`config.mk`:
```
export PLATFORM = sky130hd
export DESIGN_NAME = go_done_sequencer
export DESIGN_NICKNAME = d
export VERILOG_FILES = /design/src/rtl/go_done_seq_pkg.sv /design/src/rtl/go_done_sequencer_cycle_counter.sv /design/src/rtl/go_done_sequencer.sv
export SDC_FILE = /design/constraint.sdc
export NUM_CORES = 1
export LEC_CHECK = 0
export CELL_PAD_IN_SITES_DETAIL_PLACEMENT = 0
export CELL_PAD_IN_SITES_GLOBAL_PLACEMENT = 1
export CORE_MARGIN = 2
export CORE_UTILIZATION = 35
export DETAILED_ROUTE_END_ITERATION = 8
export PLACE_DENSITY_LB_ADDON = 0.15
export SLEW_MARGIN = 10
export SYNTH_ARGS = -nofsm -noshare
export SYNTH_HDL_FRONTEND = slang
export SYNTH_SLANG_ARGS = --single-unit
export TNS_END_PERCENT = 30
```
`constraint.sdc`:
```
create_clock -name clk -period 9.9 [get_ports clk]
set_clock_uncertainty 0.05 [all_clocks]
set_input_delay 1.98 -clock clk [delete_from_list [all_inputs] [get_ports clk]]
set_output_delay 1.98 -clock clk [all_outputs]
set_load 0.05 [all_outputs]
```
`src/rtl/go_done_seq_pkg.sv`:
```
// Shared types and default widths for the go/done sequencer.
`default_nettype none

package go_done_seq_pkg;

  localparam int DEF_CNT_W = 64;
  localparam int DEF_RUN_W = 8;

  typedef enum logic [2:0] {
    ST_IDLE = 3'd0,
    ST_RST  = 3'd1,
    ST_GO   = 3'd2,
    ST_GAP  = 3'd3,
    ST_FIN  = 3'd4
  } state_t;

  typedef logic [DEF_CNT_W-1:0] count_t;

endpackage

`default_nettype wire

```
`src/rtl/go_done_sequencer_cycle_counter.sv`:
```
// Clear/enable up-counter exposing its incremented value and a compare against a limit.
`default_nettype none

module cycle_counter
  import go_done_seq_pkg::*;
#(
  parameter int W = DEF_CNT_W
) (
  input  logic         clk,
  input  logic         reset,
  input  logic         clear,
  input  logic         enable,
  input  logic         limit_en,
  input  logic [W-1:0] limit,
  output logic [W-1:0] next_count,
  output logic         at_limit
);

  localparam logic [W-1:0] ONE = W'(1);

  logic [W-1:0] count;

  always_ff @(posedge clk) begin
    if (reset || clear) begin
      count <= '0;
    end else if (enable) begin
      count <= next_count;
    end
  end

  // The compare looks at the value this cycle would reach, so a hit ends the phase on time.
  assign next_count = count + ONE;
  assign at_limit   = limit_en && (next_count == limit);

endmodule

`default_nettype wire

```
`src/rtl/go_done_sequencer.sv`:
```
// Drives a component through reset, go and done for N back-to-back runs with an optional cycle limit.
// Build option GO_DONE_SEQ_RERESET_EN: re-enter the reset phase between runs instead of a one-cycle gap.
`default_nettype none

module go_done_sequencer
  import go_done_seq_pkg::*;
#(
  parameter int RESET_CYCLES = 3,
  parameter int CNT_W        = DEF_CNT_W,
  parameter int RUN_W        = DEF_RUN_W
) (
  input  logic             clk,
  input  logic             reset,
  input  logic             start,
  input  logic [CNT_W-1:0] cycle_limit,
  input  logic [RUN_W-1:0] num_runs,
  output logic             dut_reset,
  output logic             dut_go,
  input  logic             dut_done,
  output logic             busy,
  output logic             finished,
  output logic             timed_out,
  output logic [CNT_W-1:0] run_cycles,
  output logic [CNT_W-1:0] total_cycles,
  output logic [RUN_W-1:0] run_idx
);

  localparam logic [CNT_W-1:0] RST_LIMIT = CNT_W'(RESET_CYCLES);
  localparam logic [RUN_W-1:0] RUN_ONE   = RUN_W'(1);

  state_t           state;
  logic [CNT_W-1:0] limit_r;
  logic [RUN_W-1:0] runs_r;
  logic [CNT_W-1:0] rst_next;
  logic [CNT_W-1:0] go_next;
  logic             rst_hit;
  logic             go_hit;
  logic             last_run;
  logic             unused_rst_next;

  cycle_counter #(.W(CNT_W)) u_rst_cnt (
    .clk        (clk),
    .reset      (reset),
    .clear      (state != ST_RST),
    .enable     (state == ST_RST),
    .limit_en   (1'b1),
    .limit      (RST_LIMIT),
    .next_count (rst_next),
    .at_limit   (rst_hit)
  );

  cycle_counter #(.W(CNT_W)) u_go_cnt (
    .clk        (clk),
    .reset      (reset),
    .clear      (state != ST_GO),
    .enable     (state == ST_GO),
    .limit_en   (limit_r != '0),
    .limit      (limit_r),
    .next_count (go_next),
    .at_limit   (go_hit)
  );

  assign unused_rst_next = ^rst_next;
  assign last_run        = ((run_idx + RUN_ONE) == runs_r);

`ifdef GO_DONE_SEQ_RERESET_EN
  logic rerun;
`endif

  always_ff @(posedge clk) begin
    if (reset) begin
      state        <= ST_IDLE;
      dut_reset    <= 1'b1;
      dut_go       <= 1'b0;
      busy         <= 1'b0;
      finished     <= 1'b0;
      timed_out    <= 1'b0;
      run_cycles   <= '0;
      total_cycles <= '0;
      run_idx      <= '0;
      limit_r      <= '0;
      runs_r       <= RUN_ONE;
`ifdef GO_DONE_SEQ_RERESET_EN
      rerun        <= 1'b0;
`endif
    end else begin
      finished <= 1'b0;
      case (state)
        ST_IDLE: begin
          if (start) begin
            state        <= ST_RST;
            limit_r      <= cycle_limit;
            runs_r       <= (num_runs == '0) ? RUN_ONE : num_runs;
            timed_out    <= 1'b0;
            total_cycles <= '0;
            run_idx      <= '0;
            busy         <= 1'b1;
            dut_reset    <= 1'b1;
            dut_go       <= 1'b0;
`ifdef GO_DONE_SEQ_RERESET_EN
            rerun        <= 1'b0;
`endif
          end
        end
        ST_RST: begin
          if (rst_hit) begin
            state     <= ST_GO;
            dut_reset <= 1'b0;
            dut_go    <= 1'b1;
`ifdef GO_DONE_SEQ_RERESET_EN
            if (rerun) begin
              run_idx <= run_idx + RUN_ONE;
              rerun   <= 1'b0;
            end
`endif
          end
        end
        ST_GO: begin
          // Done takes priority over the limit when both land on the same cycle.
          if (dut_done || go_hit) begin
            run_cycles   <= go_next;
            total_cycles <= total_cycles + go_next;
            dut_go       <= 1'b0;
            if (!dut_done || last_run) begin
              state     <= ST_FIN;
              dut_reset <= 1'b1;
              finished  <= 1'b1;
              timed_out <= !dut_done;
            end else begin
`ifdef GO_DONE_SEQ_RERESET_EN
              state     <= ST_RST;
              dut_reset <= 1'b1;
              rerun     <= 1'b1;
`else
              state     <= ST_GAP;
`endif
            end
          end
        end
        ST_GAP: begin
          state   <= ST_GO;
          dut_go  <= 1'b1;
          run_idx <= run_idx + RUN_ONE;
        end
        ST_FIN: begin
          state <= ST_IDLE;
          busy  <= 1'b0;
        end
        default: state <= ST_IDLE;
      endcase
    end
  end

endmodule

`default_nettype wire

```
==> results of run 1 <==
==> cells by family after synthesis <==
group | share of synthesized area (%)
buffers and inverters | 5.40
AND/OR/NAND/NOR | 28.0
AO/OA/AOI/OAI | 16.2
XOR/XNOR | 11.2
flip-flops | 33.6
multiplexers | 0.501
adder cells (fa/ha/maj) | 5.11
==> registers in the layout, indices dropped and copies added (netlist names), 3 cells and up <==
name,flops
u_go_cnt.count,64
u_rst_cnt.count,64
total_cycles,64
runs_r,8
state,3
run_idx,8
run_cycles,64
limit_r,64
==> Yosys cell counts (13+ instances only) <==
| cell type | number | area [um2] |
|---|---|---|
| sky130_fd_sc_hd__dfxtp_1 | 344 | 6890 |
| sky130_fd_sc_hd__nand2_1 | 343 | 1290 |
| sky130_fd_sc_hd__nor2_1 | 307 | 1150 |
| sky130_fd_sc_hd__a21oi_1 | 232 | 1160 |
| sky130_fd_sc_hd__xnor2_1 | 167 | 1460 |
| sky130_fd_sc_hd__clkbuf_1 | 116 | 435 |
| sky130_fd_sc_hd__inv_1 | 114 | 428 |
| sky130_fd_sc_hd__o21ai_0 | 87 | 435 |
| sky130_fd_sc_hd__xor2_1 | 87 | 762 |
| sky130_fd_sc_hd__nand4_1 | 83 | 519 |
| sky130_fd_sc_hd__ha_1 | 82 | 1030 |
| sky130_fd_sc_hd__nand3b_1 | 79 | 593 |
| sky130_fd_sc_hd__a211oi_1 | 76 | 571 |
| sky130_fd_sc_hd__nand3_1 | 68 | 340 |
| sky130_fd_sc_hd__nor3_1 | 58 | 290 |
| sky130_fd_sc_hd__nor4_1 | 56 | 350 |
| sky130_fd_sc_hd__and3_1 | 30 | 188 |
| sky130_fd_sc_hd__and4_1 | 23 | 201 |
| sky130_fd_sc_hd__buf_2 | 20 | 100 |
| sky130_fd_sc_hd__a21o_1 | 18 | 135 |
| sky130_fd_sc_hd__nor2b_1 | 17 | 106 |
| sky130_fd_sc_hd__or3_1 | 15 | 93.8 |
| sky130_fd_sc_hd__and2_1 | 13 | 81.3 |
==> power groups by stage <==
stage	registers, mW	clock network, mW	logic (mW)
after floorplan	1.46	0	0.117
after global placement	1.48	0	0.200
after detailed placement	1.48	0	0.200
after CTS	1.45	1.65	0.201
after global routing	1.45	1.71	0.219
final	1.45	1.60	0.199
==> area by class of cell <==
cell class              instances  area [um2]
repair buffers                246        2400
diodes                          1        2.50
well taps                     765         957
clock inverters                17         209
flip-flops and latches        344        6890
inverters                     114         428
fillers                      5881       33200
clock buffers                  57        1210
multi-input cells            2037       12500
==> cells in the final DEF (no fill, tap or decap), types with 8 or more instances in the layout <==
cell type and n:
sky130_fd_sc_hd__clkbuf_16 43, sky130_fd_sc_hd__nor4_1 56, sky130_fd_sc_hd__xor2_1 87, sky130_fd_sc_hd__clkdlybuf4s50_1 215, sky130_fd_sc_hd__nor2_1 307, sky130_fd_sc_hd__o211ai_1 9
sky130_fd_sc_hd__o21a_1 11, sky130_fd_sc_hd__nor3_1 58, sky130_fd_sc_hd__o21bai_1 10, sky130_fd_sc_hd__nand3b_1 79, sky130_fd_sc_hd__a211oi_1 76, sky130_fd_sc_hd__nand2b_1 8
sky130_fd_sc_hd__a21oi_1 232, sky130_fd_sc_hd__nand3_1 68, sky130_fd_sc_hd__and3_1 30, sky130_fd_sc_hd__inv_1 114, sky130_fd_sc_hd__and4_1 23, sky130_fd_sc_hd__nand2_1 343
sky130_fd_sc_hd__ha_1 82, sky130_fd_sc_hd__and2_1 13, sky130_fd_sc_hd__clkbuf_8 8, sky130_fd_sc_hd__dfxtp_1 344, sky130_fd_sc_hd__buf_4 29, sky130_fd_sc_hd__or3_1 15
sky130_fd_sc_hd__o21ai_0 87, sky130_fd_sc_hd__a21o_1 18, sky130_fd_sc_hd__nor2b_1 17, sky130_fd_sc_hd__nand4_1 83, sky130_fd_sc_hd__mux2i_1 8, sky130_fd_sc_hd__a31oi_1 12
sky130_fd_sc_hd__or2_2 11, sky130_fd_sc_hd__xnor2_1 167
==> per-stage QoR <==
step	std cells	instance area [um2]	hold WS (ps)	power, mW
after detailed placement	3506	23200	411	1.68
after floorplan	2649	20500	398	1.58
final	3581	24600	420	3.25
after global placement	3506	23200	405	1.68
after CTS	3580	24600	421	3.30
after global routing	3580	24600	442	3.37
==> tightest hold or removal path: cells and delay by family, from the launching register on <==
| kind | cells | cell delay [ps] |
|---|---|---|
| AOI/OAI and AO/OA | 1 | 50 |
| DFF | 1 | 320 |
| and+or+nand+nor | 1 | 50 |
==> path summary, 6_finish.rpt <==
check / end / slack, ps / cells after the start
hold / removal: runs_r[7] / 420 / 2
hold reg to reg: runs_r[7] / 420 / 2
setup reg to reg: total_cycles[63] / 3400 / 19
setup / recovery: total_cycles[63] / 3400 / 19
==> per-layer routing <==
metal	global-route usage (%)	share of wire [%]	vias to the layer above
met5	0	0	-
met4	7.31	2.7	0
met3	3.75	5.6	95
met2	38.4	45	491
met1	32.7	46	9300
li1	-	-	9560
==> results.toml, run 1 <==
[outcome]
outcome = "finished, final reports clean"

[global_route]
gr-total-overflow = 0
track_usage_pct = 23.9
first_global_vias = 18500
largest_net_degree_at_the_start_of_global_routing = 144
antenna_violations_before_repair = 2
grt_first_pass_wirelength_um = 112000

[final_layout]
final_net_count = 2944
final_util_pct = 42.6
post_route_cells_drive_above_1_share_pct = 5.01
synthToLayoutAreaGrowth_pct = 20.1

[sta]
unrepaired_setup_endpoints_after_global_routing = "false"
slew-limit-headroom_pct = 32.2
timing.final.ws_setup_ps = 3400
max_freq_mhz = 154
slew_violations = 0
timing.setup.tns_ps = 0
report.final.setup_viol = 0
final_hold_viol_count = 0
timing.final.crit_share_pct = 65.6
worst_pin_slew_ps = 1010
final_critical_delay_including_setup_and_external_delays_ps = 6500

[cts]
ctsHoldBuffers = 0
cts_inserted_buffers = 42
clkLatencyLatePin_ps = 580
clkSlewWorstSetupHoldPaths_ps = 60
cts_root_buf = "sky130_fd_sc_hd__clkbuf_16"
cts-resized-gates = 0
cts_tree = "built"
cts.repair_timing.setup_buffer_count = 0
cts.path.max_buffers = 3
clock_sink_count = 344
cts.htree.levels = 2

[setup_path]
slowest_delay_ps = 740
critical-path-slowest-cell = "sky130_fd_sc_hd__or4_1"
cp-startpoint = "u_go_cnt.count[8]"
timing.critical_path.mode_cell = "sky130_fd_sc_hd__a21oi_1"
timing.rr.start = "u_go_cnt.count[8]"
critPathBufInv = 1
worst-endpoint-arrival_ps = 6940
critPathMaxFanout = 10
critical_path.cell_chain = "nand3_2 > or4_1 > nor4_4 > nand4_1 > xor2_1 > inv_1 > ha_1 > a21oi_1 > o211ai_1 > a41o_1 > a221o_1 > a2111oi_0 > a211oi_1 > nor3_1 > o31ai_1 > a21oi_1 > xnor2_1 > o31a_1 > a211oi_2"
critical_path.endpoint_type = "flip-flop"
critPathTopFamily = "compound AO/OA/AOI/OAI gates"
worst-endpoint-required_ps = 10340
crit_type = "flip-flop to flip-flop"
timing.critical_path.from_type = "flip-flop"

[floorplanning]
die-area_um2 = 60400
fp-row-count = 88
core_region_area_um2 = 57800
chipWidth_um = 246
start_util_pct = 35.4
boundaryPins = 217
die_h_um = 246

[drt]
detail_route.iter0.violations = 1448
via_count = 19400
route.detailed.drc = 0
wirelength_um = 74000
routedWlPerCell_um = 20.7
post_drt_via_cell_ratio = 5.43
number_of_detailed_routing_iterations_run_before_antenna_repair = 5
final_antenna_net_count = 0

[place]
hpwl_um = 56600
buffer_ports.inserted = 216
gp_routability_congestion = 0.890
dp_worst_setup_slack_ps = 3470

[power_and_ir_drop]
ir_drop_mv = 0.114
power.sequential.fraction_pct = 44.5
cell_internal_pwr_mw = 2.45
power.static_leakage_nw = 8.93
combinationalPowerShare_pct = 6.1
sw_frac_of_total_pct = 24.6
power.density_nw_per_um2 = 132
power.switching_uw = 799
clkPwrFrac_pct = 49.4

[logic_synthesis]
ys_dominant_reg_cell = "sky130_fd_sc_hd__dfxtp_1"
synth.distinct_cells = 83
post_synth.cell_area_avg_um2 = 7.73
postSynthRegisterBits = 344
yosys_warnings = 0
synth_sequential_area_ratio_pct = 33.6
postSynthCellCount = 2649
async_flop_share_pct = 0
mappedNetlistNets = 2808
mappedNetlistArea_um2 = 20500
synth_enable_flop_cells = 0

[run]
timing.max_cap.violations = 0

[hold_path]
worst_hold_path_type = "flip-flop to flip-flop"
timing.hold.worst.start = "runs_r[7]"
No activity file was read; power rests on OpenSTA's default activity.
==> inputs of run 2 (changes only) <==
Clock period 9.9 ns to 5.35 ns, I/O delays scaled along.
==> run 2 against run 1 <==
Against the previous run: register-to-register slack worse by 3200 ps; critical path depth is 1 higher; sequential cell count stayed put; cell area is 4.5% higher; die area stayed put; via count is 1.8% higher; hold slack worse by 9.7 ps; combinational power is 87% higher; first-iteration DRC count is 5.0% lower.
==> results.toml, run 2 (synthesized netlist as in run 1, its figures left out) <==
[cts]
clkSlewWorstSetupHoldPaths_ps = 60
ctsHoldBuffers = 0
cts_root_buf = "sky130_fd_sc_hd__clkbuf_16"
cts.path.max_buffers = 3
cts.htree.levels = 2
clock_sink_count = 344
cts_tree = "built"
cts_inserted_buffers = 43
clkLatencyLatePin_ps = 580

[place]
hpwl_um = 58900
placedInstanceArea_um2 = 24100
dp_worst_setup_slack_ps = -270
gp_routability_congestion = 0.948
buffer_ports.inserted = 216
post-place-cells = 3619

[setup_path]
timing.critical_path.from_type = "flip-flop"
worst-endpoint-arrival_ps = 5640
cp-startpoint = "u_go_cnt.count[1]"
timing.rr.start = "u_go_cnt.count[1]"
critPathMaxFanout = 6
crit_type = "flip-flop to flip-flop"
worst-endpoint-required_ps = 5800
critical_path.endpoint_type = "flip-flop"

[final_layout]
layout_commonest_cell = "sky130_fd_sc_hd__dfxtp_1"
synthToLayoutAreaGrowth_pct = 25.5
postLayoutCellArea_um2 = 25700
multi_input_comb_area_um2 = 12600
count_of_inserted_antenna_diode_cells = 0
sequential_cell_area_um2 = 6890
layout.cells.most_common_list = "sky130_fd_sc_hd__dfxtp_1 (344), sky130_fd_sc_hd__nand2_1 (343), sky130_fd_sc_hd__nor2_1 (307), sky130_fd_sc_hd__a21oi_1 (231), sky130_fd_sc_hd__clkdlybuf4s50_1 (215)"
post_route_cells_drive_above_1_share_pct = 9.10
final_net_count = 3060
number_of_standard_cells_in_the_final_layout_excluding_fillers = 3698
fillerInstances = 5844

[drt]
number_of_detailed_routing_iterations_run_before_antenna_repair = 5
routedWlPerCell_um = 20.4
post_drt_via_cell_ratio = 5.36
detail_route.iter0.violations = 1376
route.detailed.drc = 0
via_count = 19800
final_antenna_net_count = 0
wirelength_um = 75500

[floorplanning]
die-area_um2 = 60400
fp-row-count = 88
chipWidth_um = 246
core_region_area_um2 = 57800
die_h_um = 246
boundaryPins = 217
start_util_pct = 35.4

[power_and_ir_drop]
power.density_nw_per_um2 = 239
power.static_leakage_nw = 9.58
power_mw = 6.16
ir_drop_mv = 0.239

[global_route]
grt.met3_usage_pct = 4.09
global_route.usage.met2_pct = 39.4
grt_first_pass_wirelength_um = 115000
track_usage_pct = 24.5
grt_peak_use_layer = "met2"
largest_net_degree_at_the_start_of_global_routing = 92
global_route.usage.met1_pct = 33.8
first_global_vias = 19100
gr-total-overflow = 0
antenna_violations_before_repair = 0

[sta]
unrepaired_setup_endpoints_after_global_routing = "true"
hold_slack_ps = 410
max_freq_mhz = 193
report.final.setup_viol = 0
timing.final.ws_setup_ps = 163
final_hold_viol_count = 0
slew-limit-headroom_pct = 39.3
worst_pin_slew_ps = 911
slew_violations = 0
final_critical_delay_including_setup_and_external_delays_ps = 5190
timing.final.crit_share_pct = 97.0

[hold_path]
worst_hold_path_type = "flip-flop to flip-flop"
timing.hold.worst.start = "dut_reset"

[run]
timing.max_cap.violations = 0

[outcome]
outcome = "finished, final reports clean"
run 2: timing repair:
item | 4_1_cts | 5_1_grt
gates cloned | 0 | 0
resized for setup | 3 | 9
pin swaps | 0 | 2
buffers inserted | 0 | 2
setup endpoints to repair | 3 | 6
run 2: layout make-up:
class	count	area share [%]
Multi-Input combinational cell	2037	48.9
Timing Repair Buffer	361	13.0
Clock inverter	14	0.857
Sequential cell	344	26.8
Inverter	114	1.66
Tap cell	765	3.72
Clock buffer	63	5.03
run 2: per-layer routing:
| metal | vias up | part of all wire (%) |
|---|---|---|
| li1 | 9790 | - |
| met1 | 9446 | 47 |
| met2 | 474 | 45 |
| met3 | 95 | 5.4 |
| met4 | 0 | 2.5 |
| met5 | - | 0 |
run 2: worst paths after layout:
path | endpoint | slack [ps] | cells after the start
max | total_cycles[63] | 160 | 20
min reg2reg | dut_reset | 410 | 1
min | dut_reset | 410 | 1
max reg2reg | total_cycles[63] | 160 | 20
run 2: per-stage QoR:
step | utilization, % | setup TNS (ps)
floorplan | - | 0
global placement | 41.7 | -462
detailed placement | 41.7 | -415
CTS | 44.4 | 0
global route | 44.5 | -158
finish | 44.5 | 0
run 2: worst max-delay path: stages (launching register included):
cell                        delay, ps
sky130_fd_sc_hd__dfxtp_1          370
sky130_fd_sc_hd__ha_1             200
sky130_fd_sc_hd__nand4_2          230
sky130_fd_sc_hd__or4_1            680
sky130_fd_sc_hd__nor3_1           280
sky130_fd_sc_hd__xnor2_1          210
sky130_fd_sc_hd__inv_1             80
sky130_fd_sc_hd__ha_1             310
sky130_fd_sc_hd__a21oi_1          210
sky130_fd_sc_hd__buf_4            150
sky130_fd_sc_hd__o21ai_0           90
sky130_fd_sc_hd__nor3_1           460
sky130_fd_sc_hd__nand2_1          230
sky130_fd_sc_hd__o2111ai_2        340
sky130_fd_sc_hd__a211oi_2         150
sky130_fd_sc_hd__nor3_1           210
sky130_fd_sc_hd__o31ai_1           90
sky130_fd_sc_hd__a21oi_1          200
sky130_fd_sc_hd__xnor2_1          110
sky130_fd_sc_hd__o31a_1           250
sky130_fd_sc_hd__a211oi_2         180
run 2: where the power goes:
part	switching, mW	total, mW	internal [mW]
Combinational	0.217	0.372	0.155
Sequential	0.0705	2.68	2.61
Clock	1.19	3.11	1.91
